[config.mk]
export PLATFORM = sky130hd
export DESIGN_NAME = fft_frame_ctrl
export DESIGN_NICKNAME = d
export VERILOG_FILES = /design/src/rtl/fft_quad_pkg.sv /design/src/rtl/fft_frame_cnt.sv /design/src/rtl/fft_frame_ctrl.sv
export SDC_FILE = /design/constraint.sdc
export NUM_CORES = 1
export LEC_CHECK = 0
export ABC_CLOCK_PERIOD_IN_PS = 4500
export CAP_MARGIN = 20
export CORE_AREA = 2 2 317 319
export DETAILED_ROUTE_END_ITERATION = 10
export DIE_AREA = 0 0 319 321
export GPL_TIMING_DRIVEN = 1
export PLACE_DENSITY = 0.4
export SETUP_SLACK_MARGIN = 0.5
export SKIP_LAST_GASP = 1
export SYNTH_ARGS = -nofsm -noshare
export SYNTH_HDL_FRONTEND = slang
export SYNTH_SLANG_ARGS = --single-unit
[constraint.sdc]
create_clock -name clk -period 4.5 [get_ports clk]
set_input_delay 0.9 -clock clk [delete_from_list [all_inputs] [get_ports clk]]
set_output_delay 0.9 -clock clk [all_outputs]
set_load 0.1 [all_outputs]
[src/rtl/fft_quad_pkg.sv]
// Shared constants for the fft_quad datapath and its frame sequencer.
package fft_quad_pkg;

    localparam int unsigned LANES = 4;
    localparam int unsigned IN_W  = 30;
    localparam int unsigned OUT_W = 64;
    localparam int unsigned K_W   = 14;

    // Sequencer states
    localparam logic [1:0] IDLE  = 2'd0;
    localparam logic [1:0] FEED  = 2'd1;
    localparam logic [1:0] DRAIN = 2'd2;

endpackage

[src/rtl/fft_frame_cnt.sv]
// Loadable, clearable modulo-LIMIT counter with a terminal-count flag.
// tc is high in the cycle an increment takes the count from LIMIT-1 back to 0.
module fft_frame_cnt #(
    parameter int unsigned W     = 15,
    parameter int unsigned LIMIT = 16384
) (
    input  logic         clk,
    input  logic         resetn,
    input  logic         clr,
    input  logic         load,
    input  logic [W-1:0] load_val,
    input  logic         inc,
    output logic [W-1:0] cnt,
    output logic         tc
);

    localparam logic [W-1:0] LAST = W'(LIMIT - 1);

    assign tc = inc && (cnt == LAST);

    // Count register: clear beats load beats increment; wraps on terminal count.
    always_ff @(posedge clk or negedge resetn) begin
        if (!resetn) begin
            cnt <= '0;
        end else if (clr) begin
            cnt <= '0;
        end else if (load) begin
            cnt <= load_val;
        end else if (tc) begin
            cnt <= '0;
        end else if (inc) begin
            cnt <= cnt + {{(W-1){1'b0}}, 1'b1};
        end
    end

endmodule

[src/rtl/fft_frame_ctrl.sv]
// Frame sequencer around fft_quad: gates ADC samples into FRAME_LEN-sample
// frames, forwards FRAME_LEN result beats per frame, tracks completed frames,
// and supports continuous capture, stop requests and a drain timeout.
module fft_frame_ctrl
    import fft_quad_pkg::*;
#(
    parameter int unsigned FRAME_LEN = 16384,
    parameter int unsigned CNT_W     = 15,
    parameter int unsigned TIMEOUT   = 65536,
    parameter int unsigned NF_W      = 16
) (
    input  logic              clk,
    input  logic              resetn,
    input  logic              start,
    input  logic              stop,
    input  logic              cont_mode,
    input  logic [NF_W-1:0]   n_frames,
    input  logic              adc_valid,
    input  logic [IN_W-1:0]   adc_data_0,
    input  logic [IN_W-1:0]   adc_data_1,
    input  logic [IN_W-1:0]   adc_data_2,
    input  logic [IN_W-1:0]   adc_data_3,
    output logic [IN_W-1:0]   fft_data_in_0,
    output logic [IN_W-1:0]   fft_data_in_1,
    output logic [IN_W-1:0]   fft_data_in_2,
    output logic [IN_W-1:0]   fft_data_in_3,
    output logic              fft_s_valid,
    input  logic              fft_m_valid,
    input  logic [K_W-1:0]    fft_k,
    input  logic [OUT_W-1:0]  fft_data_out_0,
    input  logic [OUT_W-1:0]  fft_data_out_1,
    input  logic [OUT_W-1:0]  fft_data_out_2,
    input  logic [OUT_W-1:0]  fft_data_out_3,
    output logic [OUT_W-1:0]  m_data_0,
    output logic [OUT_W-1:0]  m_data_1,
    output logic [OUT_W-1:0]  m_data_2,
    output logic [OUT_W-1:0]  m_data_3,
    output logic [K_W-1:0]    m_k,
    output logic              m_valid,
    output logic              m_last,
    output logic              busy,
    output logic [NF_W-1:0]   frame_cnt,
    output logic              timeout_err,
    output logic              stray_err
);

    localparam int unsigned TO_W = $clog2(TIMEOUT + 1);

    logic [1:0]      state;
    logic [1:0]      state_nxt;
    logic            stop_pending;
    logic [TO_W-1:0] idle_cnt;
    logic [CNT_W-1:0] smp_cnt;
    logic [CNT_W-1:0] res_cnt;
    logic            smp_tc;
    logic            res_tc;
    logic            start_acc;
    logic            smp_acc;
    logic            res_acc;
    logic            idle_hit;
    logic            rearm;
    logic [NF_W:0]   frame_inc;

    assign start_acc = (state == IDLE) && start;
    assign smp_acc   = (state == FEED) && adc_valid;
    assign res_acc   = (state == DRAIN) && fft_m_valid;
    // Hit on the TIMEOUT-th consecutive empty drain cycle.
    assign idle_hit  = (state == DRAIN) && !fft_m_valid && (idle_cnt == TO_W'(TIMEOUT - 1));
    assign busy      = (state != IDLE);

    // Frame count after the current frame completes, one bit wider so the limit
    // compare cannot be fooled by wrap-around.
    assign frame_inc = {1'b0, frame_cnt} + {{NF_W{1'b0}}, 1'b1};
    // A stop arriving with the final beat counts as already pending.
    assign rearm = cont_mode && !stop_pending && !stop &&
                   ((n_frames == '0) || (frame_inc < {1'b0, n_frames}));

    fft_frame_cnt #(
        .W     (CNT_W),
        .LIMIT (FRAME_LEN)
    ) u_smp_cnt (
        .clk      (clk),
        .resetn   (resetn),
        .clr      (start_acc),
        .load     (1'b0),
        .load_val ({CNT_W{1'b0}}),
        .inc      (smp_acc),
        .cnt      (smp_cnt),
        .tc       (smp_tc)
    );

    fft_frame_cnt #(
        .W     (CNT_W),
        .LIMIT (FRAME_LEN)
    ) u_res_cnt (
        .clk      (clk),
        .resetn   (resetn),
        .clr      (start_acc || idle_hit),
        .load     (1'b0),
        .load_val ({CNT_W{1'b0}}),
        .inc      (res_acc),
        .cnt      (res_cnt),
        .tc       (res_tc)
    );

    // Next-state decode.
    always_comb begin
        state_nxt = state;
        case (state)
            IDLE:    if (start) state_nxt = FEED;
            FEED:    if (smp_tc) state_nxt = DRAIN;
            DRAIN: begin
                if (res_tc) begin
                    state_nxt = rearm ? FEED : IDLE;
                end else if (idle_hit) begin
                    state_nxt = IDLE;
                end
            end
            default: state_nxt = IDLE;
        endcase
    end

    // State, stop latch, frame counter and sticky error flags.
    always_ff @(posedge clk or negedge resetn) begin
        if (!resetn) begin
            state        <= IDLE;
            stop_pending <= 1'b0;
            frame_cnt    <= '0;
            timeout_err  <= 1'b0;
            stray_err    <= 1'b0;
        end else begin
            state <= state_nxt;
            if (fft_m_valid && (state != DRAIN)) stray_err <= 1'b1;
            if (stop && (state != IDLE)) stop_pending <= 1'b1;
            if (res_tc) begin
                frame_cnt <= frame_inc[NF_W-1:0];
                if (!rearm) stop_pending <= 1'b0;
            end
            if (idle_hit) begin
                timeout_err  <= 1'b1;
                stop_pending <= 1'b0;
            end
            // A new run starts from a clean slate.
            if (start_acc) begin
                frame_cnt    <= '0;
                timeout_err  <= 1'b0;
                stray_err    <= 1'b0;
                stop_pending <= 1'b0;
            end
        end
    end

    // Drain idle counter; restarts on every result beat and outside DRAIN.
    always_ff @(posedge clk or negedge resetn) begin
        if (!resetn) begin
            idle_cnt <= '0;
        end else if ((state != DRAIN) || fft_m_valid) begin
            idle_cnt <= '0;
        end else if (!idle_hit) begin
            idle_cnt <= idle_cnt + {{(TO_W-1){1'b0}}, 1'b1};
        end
    end

    // Input side: one-cycle registered pass-through of accepted ADC samples.
    always_ff @(posedge clk or negedge resetn) begin
        if (!resetn) begin
            fft_s_valid   <= 1'b0;
            fft_data_in_0 <= '0;
            fft_data_in_1 <= '0;
            fft_data_in_2 <= '0;
            fft_data_in_3 <= '0;
        end else begin
            fft_s_valid <= smp_acc;
            if (smp_acc) begin
                fft_data_in_0 <= adc_data_0;
                fft_data_in_1 <= adc_data_1;
                fft_data_in_2 <= adc_data_2;
                fft_data_in_3 <= adc_data_3;
            end
        end
    end

    // Output side: one-cycle registered forwarding of result beats in DRAIN.
    always_ff @(posedge clk or negedge resetn) begin
        if (!resetn) begin
            m_valid  <= 1'b0;
            m_last   <= 1'b0;
            m_k      <= '0;
            m_data_0 <= '0;
            m_data_1 <= '0;
            m_data_2 <= '0;
            m_data_3 <= '0;
        end else begin
            m_valid <= res_acc;
            m_last  <= res_tc;
            if (res_acc) begin
                m_k      <= fft_k;
                m_data_0 <= fft_data_out_0;
                m_data_1 <= fft_data_out_1;
                m_data_2 <= fft_data_out_2;
                m_data_3 <= fft_data_out_3;
            end
        end
    end

endmodule

==> summary by stage, run 1 <==
Die
After floorplanning, the core was sized to cover 99280 um^2. The die area is ~100000 um^2. From left edge to right edge, the die measures roughly 320 um. The floorplan step set the die height to between 300 and 400 um.

The row count is between 100 and 150. In this run the count of I/O pins placed on the die edge is 825. The initial cell density of the core is 0.1875.

Critical path
The kind of cell adding the most delay to the critical path is buffers and inverters. The slowest library cell on the worst path is sky130_fd_sc_hd__clkdlybuf4s50_1. The signal arrival time at the worst endpoint is between 2 and 3 ns.

The buffering stage count on the worst path with inverters included is 2. The data required time at the worst endpoint is about 3.6 ns. The startpoint of the most critical setup path is state[1].

The highest fanout seen on the critical path is 10. Traced cell by cell, the critical path runs through nor2_1, inv_1, clkdlybuf4s50_1. The worst register-to-register path begins at frame_cnt[0].

The largest single stage delay on the critical path is roughly 1.2 ns. The critical path is of the flip-flop to primary output type. The category of the worst setup path capture point is a primary output. STA classifies the critical path startpoint as a flip-flop.

Placed design
After legalization and detailed placement, the total HPWL measured between 50000 and 60000 um. The number of I/O port buffers is approximately 820. The final estimated routing congestion in global placement is ~0.8.

Logic synthesis
The average instance in the mapped netlist occupies approximately 8.9 um^2. Counting every net in the synthesized netlist gives between 2000 and 3000. The share of the Yosys chip area taken by registers is 0.6198. For this run, the leading register cell type out of synthesis is sky130_fd_sc_hd__dfrtp_1.

The instance count of the mapped netlist is about 2100. The netlist area before placement is 18610 um^2. The proportion of register bits with asynchronous set or reset after synthesis is 1.000. Counting distinct cell types in the post-synthesis netlist gives 50.

The Yosys step of the flow raised 0 warnings. The number of storage elements in the synthesis netlist is between 400 and 500. The number of enable flip-flop cells after synthesis is 0.

STA
Headroom to the max-slew limit came out at 0.2075. The worst clock skew on the final layout is ~0.029 ns. The final worst-path cycle share is 0.7983. The slew at the pin with the worst max-slew slack is ~1.2 ns.

The highest attainable clock frequency is approximately 280 MHz. The minimum period implied by the final worst setup slack is between 3 and 4 ns. The total negative setup slack is 0 ns. The total count of hold-check failures in the final report is 0. The max-slew violation total from the final report is 0. Setup violations remaining at the end of the flow were counted as 0.

Setup repair after global routing left no endpoint under its margin.

Clocking
The post-CTS clock slew at the launch and capture registers of the worst setup and hold paths is around 0.06 ns. The clock latency of the later-clocked register in the worst-skew pair is about 0.66 ns. The CTS tree is done. The number of setup buffers added after CTS is 0. The buffer depth of the longest clock path is 3. In this run the number of H-tree levels came out at 2.

The count of hold-fix buffers inserted at cts is 0. The sink count of the clock tree is 461. The clock root buffer master is sky130_fd_sc_hd__clkbuf_16. TritonCTS created between 50 and 60 clock buffers. The count of instances resized after the clock tree is built is 0.

Global route
The via count of the first global-routing pass is 17820. The total congestion overflow after global routing is 0. The first global-routing pass estimated 117400 um of wire. The number of antenna violations at the first check in global routing was 31.

The global router's overall resource usage is 0.1514. Entering global routing, the biggest net connects around 140 pins.

Layout
Fill cells in the final layout number approximately 10000. The relative area change from synthesis to final layout is 63.64%. The multi-input combinational cells in the finished layout cover a total of around 6600 um^2. The sequential standard cell area is 11540 um^2. In the final layout, the share of cells above drive strength 1 is 0.05057. For this run, the post-layout net count is 3351. Once layout is complete, the utilization of the core stands at 0.3068.

Run
The max-cap violation count is 0.

Detailed routing
The remaining number of nets flagged by the antenna check after routing is 0. The average wire per standard cell is roughly 19 um. The aggregate routed wire length is around 80000 um. The first TritonRoute pass finished after 4 iterations. The detailed router placed ~17000 vias in this run. For this run, design rule violations remaining after detail routing come to 0. The average vias per placed instance is 3.939.

The first routing iteration left 823 violations.

Status
The run finished with clean final reports.

Hold path
The worst hold path belongs to the class input pin to async pin.

Power and ir drop
The power per standard cell area is about 540 nW/um^2. The largest voltage drop on the vdd net is a little under 0.0003 V. For this design the static power due to leakage is around 14 nW.
## worst register-to-register path, stage by stage, from the launching register on
cell                        delay [ns]
sky130_fd_sc_hd__dfrtp_1          0.45
sky130_fd_sc_hd__nand3_1          0.28
sky130_fd_sc_hd__nor4_1           0.83
sky130_fd_sc_hd__and3_1           0.32
sky130_fd_sc_hd__xor2_1           0.09
sky130_fd_sc_hd__ha_1             0.30
sky130_fd_sc_hd__nand3_1          0.14
sky130_fd_sc_hd__nor2_1           0.17
sky130_fd_sc_hd__o2111ai_1        0.18
sky130_fd_sc_hd__a21oi_1          0.31
sky130_fd_sc_hd__a211oi_1         0.12
## logic make-up after synthesis
group           after synthesis  share of synthesized area
buf+inv                     122                    0.02729
fa+ha+maj                    20                    0.01345
compound gates               64                    0.02010
flops                       461                     0.6198
xor+xnor                     49                    0.02306
mux                           2                   0.001076
simple gates               1385                     0.2952
## Yosys cell counts (all sizes together), types with 12 or more instances
| cell type | number | share of area |
|---|---|---|
| xnor2 | 19 | 0.0089 |
| a21oi | 15 | 0.0040 |
| clkbuf | 71 | 0.014 |
| buf | 26 | 0.0079 |
| nor3 | 12 | 0.0035 |
| dfrtp | 461 | 0.62 |
| nand3 | 28 | 0.0082 |
| inv | 25 | 0.0050 |
| o21ai | 30 | 0.0081 |
| xor2 | 30 | 0.014 |
| nor2 | 64 | 0.013 |
| ha | 20 | 0.013 |
| nand2 | 1219 | 0.25 |
| nand4 | 14 | 0.0047 |
## cell usage in the layout, fill, tap and decap left out, types with 14 or more instances in the layout
cell type	instances
sky130_fd_sc_hd__inv_1	23
sky130_fd_sc_hd__o21ai_0	26
sky130_fd_sc_hd__nand2_1	1219
sky130_fd_sc_hd__ha_1	20
sky130_fd_sc_hd__clkdlybuf4s50_1	814
sky130_fd_sc_hd__clkbuf_16	59
sky130_fd_sc_hd__buf_4	24
sky130_fd_sc_hd__nand4_1	14
sky130_fd_sc_hd__nor2_1	63
sky130_fd_sc_hd__diode_2	14
sky130_fd_sc_hd__dfrtp_1	461
sky130_fd_sc_hd__xnor2_1	19
sky130_fd_sc_hd__xor2_1	30
sky130_fd_sc_hd__clkbuf_8	17
sky130_fd_sc_hd__nand3_1	27
sky130_fd_sc_hd__a21oi_1	15
## state kept, by name, summed over array words and instances (netlist names), 2 cells and up
register and cells:
idle_cnt 17, fft_data_in_0 30, fft_data_in_2 30, fft_data_in_1 30, u_res_cnt.cnt 15, m_k 14, fft_data_in_3 30, m_data_1 64
m_data_3 64, u_smp_cnt.cnt 15, frame_cnt 16, m_data_2 64, state 2, m_data_0 64
## through the flow
step	area (um^2)	total power, mW	hold WS (ns)	worst slack, ns	cells
6_report	30460	16.54	0.3027	0.9077	4278
4_1_cts	30400	16.82	0.2855	0.8354	4263
2_1_floorplan	18610	9.665	0.4843	1.215	2103
5_1_grt	30430	17.21	0.3152	0.7749	4269
3_5_place_dp	28410	11.78	0.4615	1.052	4154
3_3_place_gp	28320	11.73	0.4571	1.069	4150
## final cells by class
| type | count | share of cell area |
|---|---|---|
| sequential | 461 | 0.3788 |
| tap | 1298 | 0.05332 |
| antenna | 14 | 0.001150 |
| clock buffer | 86 | 0.05739 |
| inverter | 25 | 0.003369 |
| multi-input combinational | 1520 | 0.2157 |
| clock inverter | 23 | 0.007970 |
| timing repair buffer | 851 | 0.2823 |
## worst paths after layout
check                                   end  slack (ns)  cells past startpoint
setup / recovery                       busy        0.91                      3
hold / removal             u_smp_cnt.cnt[4]        0.30                      1
setup reg to reg               stop_pending        1.19                     10
hold reg to reg                m_data_0[30]        0.47                      2
max in group asynchronous      m_data_1[27]        3.15                      2
min in group clk               m_data_0[30]        0.47                      2
## power by group
| group | internal, mW | switching, mW |
|---|---|---|
| registers | 4.73 | 0.350 |
| logic | 1.49 | 5.10 |
| clock network | 2.91 | 1.97 |
## metal layers
layer  up-vias  track usage  share of wire
li1       8177            -              -
met1      7940       0.1682           0.39
met2       567       0.2572           0.49
met3       137      0.07197           0.10
met4        28      0.04329          0.024
met5         -            0         0.0024
Power figures use the tool's default switching activity.
==> inputs of run 2 (changes only) <==
--- a/config.mk
+++ b/config.mk
@@ -5,13 +5,13 @@
 export SDC_FILE = /design/constraint.sdc
 export NUM_CORES = 1
 export LEC_CHECK = 0
-export ABC_CLOCK_PERIOD_IN_PS = 4500
+export ABC_CLOCK_PERIOD_IN_PS = 3500
 export CAP_MARGIN = 20
-export CORE_AREA = 2 2 317 319
+export CORE_AREA = 2 2 322 324
 export DETAILED_ROUTE_END_ITERATION = 10
-export DIE_AREA = 0 0 319 321
+export DIE_AREA = 0 0 324 326
 export GPL_TIMING_DRIVEN = 1
-export PLACE_DENSITY = 0.4
+export PLACE_DENSITY = 0.39
 export SETUP_SLACK_MARGIN = 0.5
 export SKIP_LAST_GASP = 1
 export SYNTH_ARGS = -nofsm -noshare
==> constraint.sdc (replaced) <==
create_clock -name clk -period 3.5 [get_ports clk]
set_input_delay 0.7 -clock clk [delete_from_list [all_inputs] [get_ports clk]]
set_output_delay 0.7 -clock clk [all_outputs]
set_load 0.1 [all_outputs]
==> run 2 against run 1 <==
Against the previous run:
- total power grew 26%
- clock-buffer cell count is 1 lower
- sequential cell count did not move
- combinational power grew 25%
- global-route usage shrank 0.27 points
- clock skew is 0.0034 ns lower
- cell count up 1.8%
- critical path depth is 2 lower
- non-clock buffer count is 11 higher
- largest power group unchanged
==> summary by stage, run 2 (same netlist as run 1, synthesis figures left out) <==
Detailed routing
The average vias per placed instance is 3.923 (was 3.939). The remaining number of nets flagged by the antenna check after routing came to 0 (unchanged). The aggregate routed wire length came to 80430 um (was 79570 um).

The average wire per standard cell is 18.46 um (was 18.60 um). The total number of vias is 17090 (was 16850). The DRC violation total after the first TritonRoute iteration is 722 (was 823). The number of iterations in the first detailed-routing pass is 5 (was 4). The remaining routing DRC violations is 0 (unchanged).

Hold path
The path type of the worst min-delay path is input pin to async pin (unchanged).

Power and ir drop
The net switching share of the total power is 0.4516 (was 0.4482). The share of total power in sequential cells is 0.314 (was 0.307). The clock power share was 0.289 (was 0.295). The combinational cell fraction of total power is 0.397 (was 0.398). The reported net switching power is 9.390 mW (was 7.412 mW). The largest voltage drop on the vdd net is 0.0004242 V (was 0.0002947 V). The final total power is 20.79 mW (was 16.54 mW). The power per standard cell area came to 692.9 nW/um^2 (was 543.0 nW/um^2).

The internal power was 11.40 mW (was 9.125 mW). The leakage power came to 14.73 nW (was 14.45 nW).

Critical path
The highest fanout seen on the critical path is 2 (was 10). The kind of launch point of the worst setup path was a flip-flop (unchanged). CP cell instances: clkdlybuf4s50_1 (was nor2_1, inv_1, clkdlybuf4s50_1).

The category of the worst setup path capture point was a primary output (unchanged). The buffering stage count on the worst path with inverters included is 1 (was 2). The signal arrival time at the worst endpoint is 2.19 ns (was 2.69 ns). The data required time at the worst endpoint came to 2.80 ns (was 3.60 ns). The slowest library cell on the worst path is sky130_fd_sc_hd__clkdlybuf4s50_1 (unchanged). The path type of the worst setup path is flip-flop to primary output (unchanged). The kind of cell adding the most delay to the critical path is buffers and inverters (unchanged). The delay of the slowest cell on the worst path is 1.17 ns (was 1.20 ns).

STA
The total count of hold-check failures in the final report is 0 (unchanged). The count of final setup violators came to 0 (unchanged). The max-slew violation total from the final report is 0 (unchanged). The worst clock skew on the final layout was 0.02573 ns (was 0.02908 ns). The worst slew margin relative to its limit is 0.2854 (was 0.2075).

Dividing the final minimum period by the clock period gives 0.8257. For this run, the top clock speed supported by timing is 346.0 MHz. The worst setup slack after layout came to 0.6102 ns (was 0.9077 ns).

Unrepaired setup endpoints after global routing: false (unchanged). The slew at the pin with the worst max-slew slack is 1.068 ns (was 1.185 ns). After layout, the minimum clock period comes to around 2.9 ns. The total negative setup slack is 0 ns (unchanged).

Clocking
The CTS tree was done (unchanged). The clock latency of the later-clocked register in the worst-skew pair is 0.65 ns (was 0.66 ns). The total number of H-tree levels is 2 (unchanged).

The sink count of the clock tree is 461 (unchanged). The total clock buffers created by CTS came to 58 (was 59). The clock root buffer master is sky130_fd_sc_hd__clkbuf_16 (unchanged). The buffer depth of the longest clock path is 3 (unchanged). The post-CTS setup-driven buffer insertion count came to 0 (unchanged). The post-CTS clock slew at the launch and capture registers of the worst setup and hold paths is 0.06 ns (about the same).

Layout
The count of nets after finishing is 3361 (was 3351). The filler cell count came to 10920 (was 10450). The share of cells above drive strength 1 came to 0.1272 (was 0.05057).

Top library cells by usage in the layout, fill and taps aside: 1219 x sky130_fd_sc_hd__nand2_1, 605 x sky130_fd_sc_hd__clkdlybuf4s50_1, 448 x sky130_fd_sc_hd__dfrtp_1 (was 1219 x sky130_fd_sc_hd__nand2_1, 814 x sky130_fd_sc_hd__clkdlybuf4s50_1, 461 x sky130_fd_sc_hd__dfrtp_1). The sequential standard cell area is 11550 um^2 (was 11540 um^2). The relative area change from synthesis to final layout is 61.24% (was 63.64%). The number of non-filler instances in the completed layout was 4356 (was 4278). The leading cell type in the layout, fill and taps excluded is sky130_fd_sc_hd__nand2_1 (unchanged).

The multi-input logic area is 6581 um^2 (was 6570 um^2).

Global route
The via count of the first global-routing pass is 17920 (was 17820). The number of antenna violations at the first check in global routing is 21 (was 31). The pin count of the biggest net entering global routing is 159 (was 139). The global router's overall resource usage was 0.1487 (was 0.1514).

The total congestion overflow after global routing came to 0 (unchanged). The first-pass GRT wire length is 118000 um (was 117400 um).

Die
The number of top-level design ports is 825 (unchanged). The floorplan core area is 102600 um^2 (was 99280 um^2). The initial cell density of the core is 0.1814 (was 0.1875). The vertical die dimension is 326 um (was 321 um). The die area came to 105600 um^2 (was 102400 um^2). The die extent in x is 324 um (was 319 um). The row count came to 118 (was 116).

Placed design
The worst setup timing slack at the placement stage was 0.5541 ns (was 1.052 ns). The number of I/O port buffers is 824 (unchanged). The placed wire-length estimate after detailed placement was 61030 um (was 59340 um). The count of placed standard cells including taps came to 4248 (was 4154).

The final estimated routing congestion in global placement came to 0.8083 (was 0.7986).

Run
The max-cap violation count is 0 (unchanged).

Status
Run status: finished, final reports clean (unchanged).
[run 2: cell types whose count changed in the layout (fill, tap and decap cells not counted), sizes merged]
cell           previous run  this run
buf                      37       257
bufinv                    4         3
clkbuf                   86        85
clkdlybuf4s50           814       605
clkinvlp                  2         0
diode                    14         5
inv                      28        26
[run 2: metrics by stage]
stage	instance area, um^2	utilization	hold slack [ns]
2_1_floorplan	18630	-	0.4044
3_3_place_gp	28080	0.2737	0.4584
5_1_grt	30000	0.2924	0.08888
3_5_place_dp	28080	0.2737	0.4608
6_report	30010	0.2925	0.05595
4_1_cts	29990	0.2922	0.05439
[run 2: cell type report]
| type | instances | area share |
|---|---|---|
| Sequential cell | 461 | 0.3849 |
| Timing Repair Buffer | 862 | 0.2709 |
| Multi-Input combinational cell | 1520 | 0.2193 |
| Tap cell | 1380 | 0.05754 |
| Clock buffer | 85 | 0.05708 |
| Clock inverter | 18 | 0.006379 |
| Inverter | 25 | 0.003419 |
| Antenna cell | 5 | 0.0004169 |
[run 2: power groups by stage]
stage / sequential (mW) / clock, mW / combinational, mW
floorplan: 11.8 / 0 / 0.659
global placement: 6.60 / 0 / 8.34
detailed placement: 6.61 / 0 / 8.35
CTS: 6.54 / 6.28 / 8.36
global route: 6.64 / 6.48 / 8.55
finish: 6.54 / 6.00 / 8.25
[run 2: metal layers]
| layer | vias to the layer above | track usage | share of wire |
|---|---|---|---|
| li1 | 8192 | - | - |
| met1 | 8168 | 0.1613 | 0.37 |
| met2 | 554 | 0.2590 | 0.50 |
| met3 | 144 | 0.06497 | 0.099 |
| met4 | 32 | 0.04569 | 0.030 |
| met5 | - | 0 | 0.0024 |
[run 2: timing repair]
| action | CTS | global route |
|---|---|---|
| hold buffers | 0 | 0 |
| setup endpoints to repair | 0 | 3 |
| endpoints found under the hold margin | 0 | 0 |
| resized for setup | 0 | 2 |
[run 2: worst paths after layout]
path	depth (start not counted)	start	endpoint	slack (ns)
max in group asynchronous	3	resetn	idle_cnt[5]	2.42
min	1	resetn	fft_data_in_1[18]	0.06
min reg2reg	2	m_k[3]	m_k[3]	0.47
max	1	m_data_1[24]	m_data_1[24]	0.61
min in group clk	2	m_k[3]	m_k[3]	0.47
max reg2reg	10	idle_cnt[10]	u_res_cnt.cnt[11]	0.84
==> inputs of run 3 (changes only) <==
--- a/config.mk
+++ b/config.mk
@@ -5,7 +5,7 @@
 export SDC_FILE = /design/constraint.sdc
 export NUM_CORES = 1
 export LEC_CHECK = 0
-export ABC_CLOCK_PERIOD_IN_PS = 3500
+export ABC_CLOCK_PERIOD_IN_PS = 3000
 export CAP_MARGIN = 20
 export CORE_AREA = 2 2 322 324
 export DETAILED_ROUTE_END_ITERATION = 10
==> constraint.sdc (replaced) <==
create_clock -name clk -period 3 [get_ports clk]
set_input_delay 0.6 -clock clk [delete_from_list [all_inputs] [get_ports clk]]
set_output_delay 0.6 -clock clk [all_outputs]
set_load 0.1 [all_outputs]
==> run 3 against run 2 <==
Against the previous run:
- first-iteration DRC count up 3.6%
- final area down 0.58%
- critical path depth up 10
- via count down 1.1%
- non-clock buffer count up 7
- utilization down 0.17 points
==> summary by stage, run 3 (same netlist as run 1, synthesis figures left out) <==
Status
Run status: finished, final reports clean (unchanged).

Critical path
The path type of the worst setup path was flip-flop to flip-flop (was flip-flop to primary output). The signal arrival time at the worst endpoint is 2.99 ns (was 2.19 ns). The category of the worst setup path capture point is a flip-flop (was primary output). The highest fanout seen on the critical path is 4 (was 2). The data required time at the worst endpoint is 3.53 ns (was 2.80 ns).

The kind of launch point of the worst setup path was a flip-flop (unchanged).

Die
The die extent in x is 324 um (unchanged). The initial cell density of the core is 0.1814 (unchanged). The die area came to 105600 um^2 (unchanged). The row count is 118 (unchanged).

The vertical die dimension is 326 um (unchanged). The number of top-level design ports is 825 (unchanged). The floorplan core area came to 102600 um^2 (unchanged).

STA
Static timing analysis puts the maximum clock frequency at around 400 MHz. The total count of hold-check failures in the final report is 0 (unchanged). The worst slew margin relative to its limit is 0.3495 (was 0.2854).

The count of final setup violators is 0 (unchanged). The slew at the pin with the worst max-slew slack is 0.9757 ns (was 1.068 ns). The total negative setup slack came to 0 ns (unchanged). The worst clock skew on the final layout is 0.02763 ns (was 0.02573 ns). Unrepaired setup endpoints after global routing: true (was false). The max-slew violation total from the final report came to 0 (unchanged). The worst hold slack is 0.4708 ns (was 0.05595 ns). The minimum period implied by the final worst setup slack is ~2.5 ns. In the finished design, the share of the clock period the worst path needs comes to 0.8214.

Run
The max-cap violation count is 0 (unchanged).

Detailed routing
The remaining routing DRC violations is 0 (unchanged). The number of iterations in the first detailed-routing pass came to 5 (unchanged). The average vias per placed instance is 3.871 (was 3.923).

The remaining number of nets flagged by the antenna check after routing is 0 (unchanged). The average wire per standard cell was 17.85 um (was 18.46 um). The aggregate routed wire length came to 77920 um (was 80430 um). The total number of vias came to 16900 (was 17090). The DRC violation total after the first TritonRoute iteration came to 748 (was 722).

Power and ir drop
The final total power is 24.21 mW (was 20.79 mW). The largest voltage drop on the vdd net is 0.0005235 V (was 0.0004242 V). The leakage power is 15.06 nW (was 14.73 nW). The power per standard cell area is 811.3 nW/um^2 (was 692.9 nW/um^2).

Global route
The most used routing layer is met2 (unchanged). The via count of the first global-routing pass is 17540 (was 17920). The global router's overall resource usage came to 0.1434 (was 0.1487). The routing usage on met3 was 0.05620 (was 0.06497). The fraction of met1 tracks used by global routing was 0.1605 (was 0.1613).

The routing usage on met2 is 0.2528 (was 0.2590). The number of antenna violations at the first check in global routing came to 17 (was 21). The total congestion overflow after global routing is 0 (unchanged). The pin count of the biggest net entering global routing is 147 (was 159). The first-pass GRT wire length is 115100 um (was 118000 um).

Placed design
The final estimated routing congestion in global placement is 0.7904 (was 0.8083). The placed wire-length estimate after detailed placement was 57740 um (was 61030 um). The count of placed standard cells including taps is 4243 (was 4248). The number of I/O port buffers was 824 (unchanged).

Layout
The number of non-filler instances in the completed layout is 4366 (was 4356). Top library cells by usage in the layout, fill and taps aside: 1219 x sky130_fd_sc_hd__nand2_1, 448 x sky130_fd_sc_hd__dfrtp_1, 443 x sky130_fd_sc_hd__buf_4 (was 1219 x sky130_fd_sc_hd__nand2_1, 605 x sky130_fd_sc_hd__clkdlybuf4s50_1, 448 x sky130_fd_sc_hd__dfrtp_1). The leading cell type in the layout, fill and taps excluded is sky130_fd_sc_hd__nand2_1 (unchanged).

The share of cells above drive strength 1 is 0.2034 (was 0.1272). The relative area change from synthesis to final layout is 60.32% (was 61.24%). The count of nets after finishing is 3369 (was 3361).

Clocking
The total clock buffers created by CTS is 59 (was 58). The total number of H-tree levels is 2 (unchanged). The CTS tree was done (unchanged). The buffer depth of the longest clock path came to 3 (unchanged). The post-CTS clock slew at the launch and capture registers of the worst setup and hold paths was 0.06 ns (about the same).

The clock latency of the later-clocked register in the worst-skew pair was 0.64 ns (was 0.65 ns). The clock root buffer master is sky130_fd_sc_hd__clkbuf_16 (unchanged). The sink count of the clock tree was 461 (unchanged).

Hold path
The path type of the worst min-delay path is flip-flop to flip-flop (was input pin to async pin).
## run 3: area by class of cell
| class | instances | area, um^2 |
|---|---|---|
| fill | 10870 | 72770 |
| timing repair buffer | 869 | 7725 |
| clock buffer | 87 | 1702 |
| sequential | 461 | 11580 |
| inverter | 25 | 103.9 |
| tap | 1380 | 1727 |
| clock inverter | 18 | 206.4 |
| multi-input combinational | 1520 | 6774 |
| antenna | 6 | 15.01 |
## run 3: metrics by stage
stage / worst slack [ns] / utilization / instance area [um^2]
CTS: 0.4631 / 0.2891 / 29660
floorplan: 0.4289 / - / 18720
global placement: 0.09836 / 0.2697 / 27680
detailed placement: 0.09796 / 0.2697 / 27680
global route: 0.3809 / 0.2907 / 29830
finish: 0.5359 / 0.2908 / 29840
## run 3: critical path: stages (launching register included)
cell	delay (ns)
sky130_fd_sc_hd__dfrtp_4	0.45
sky130_fd_sc_hd__ha_4	0.16
sky130_fd_sc_hd__and2_4	0.18
sky130_fd_sc_hd__nand3_4	0.11
sky130_fd_sc_hd__nor2_1	0.16
sky130_fd_sc_hd__xor2_1	0.28
sky130_fd_sc_hd__ha_1	0.31
sky130_fd_sc_hd__a21oi_1	0.18
sky130_fd_sc_hd__nor3_1	0.09
sky130_fd_sc_hd__nor3_2	0.18
sky130_fd_sc_hd__a21oi_2	0.09
sky130_fd_sc_hd__a211oi_1	0.19
## run 3: repair_timing
item | 4_1_cts | 5_1_grt
gates cloned | 0 | 0
endpoints found under the setup margin | 6 | 16
endpoints found under the hold margin | 43 | 0
hold buffers | 1 | 0
resized for setup | 5 | 26
pin swaps | 6 | 15
buffers inserted | 6 | 5
## run 3: layer usage
| layer | share of wire | vias up |
|---|---|---|
| met5 | 0.0014 | - |
| met4 | 0.020 | 18 |
| met3 | 0.092 | 100 |
| met2 | 0.51 | 554 |
| met1 | 0.38 | 8030 |
| li1 | - | 8197 |
## run 3: power breakdown
group          internal, mW  switching, mW
Combinational          1.89           7.56
Clock                  4.23           2.90
Sequential             7.09          0.531
## run 3: final timing paths
path	startpoint	end	slack, ns	cells past startpoint
worst max-delay path	frame_cnt[0]	stop_pending	0.54	11
worst min-delay path	m_data_2[37]	m_data_2[37]	0.47	2
worst max register to register	frame_cnt[0]	stop_pending	0.54	11
worst min register to register	m_data_2[37]	m_data_2[37]	0.47	2
max in group asynchronous	resetn	fft_data_in_3[2]	1.53	3
min in group asynchronous	resetn	frame_cnt[2]	0.54	2
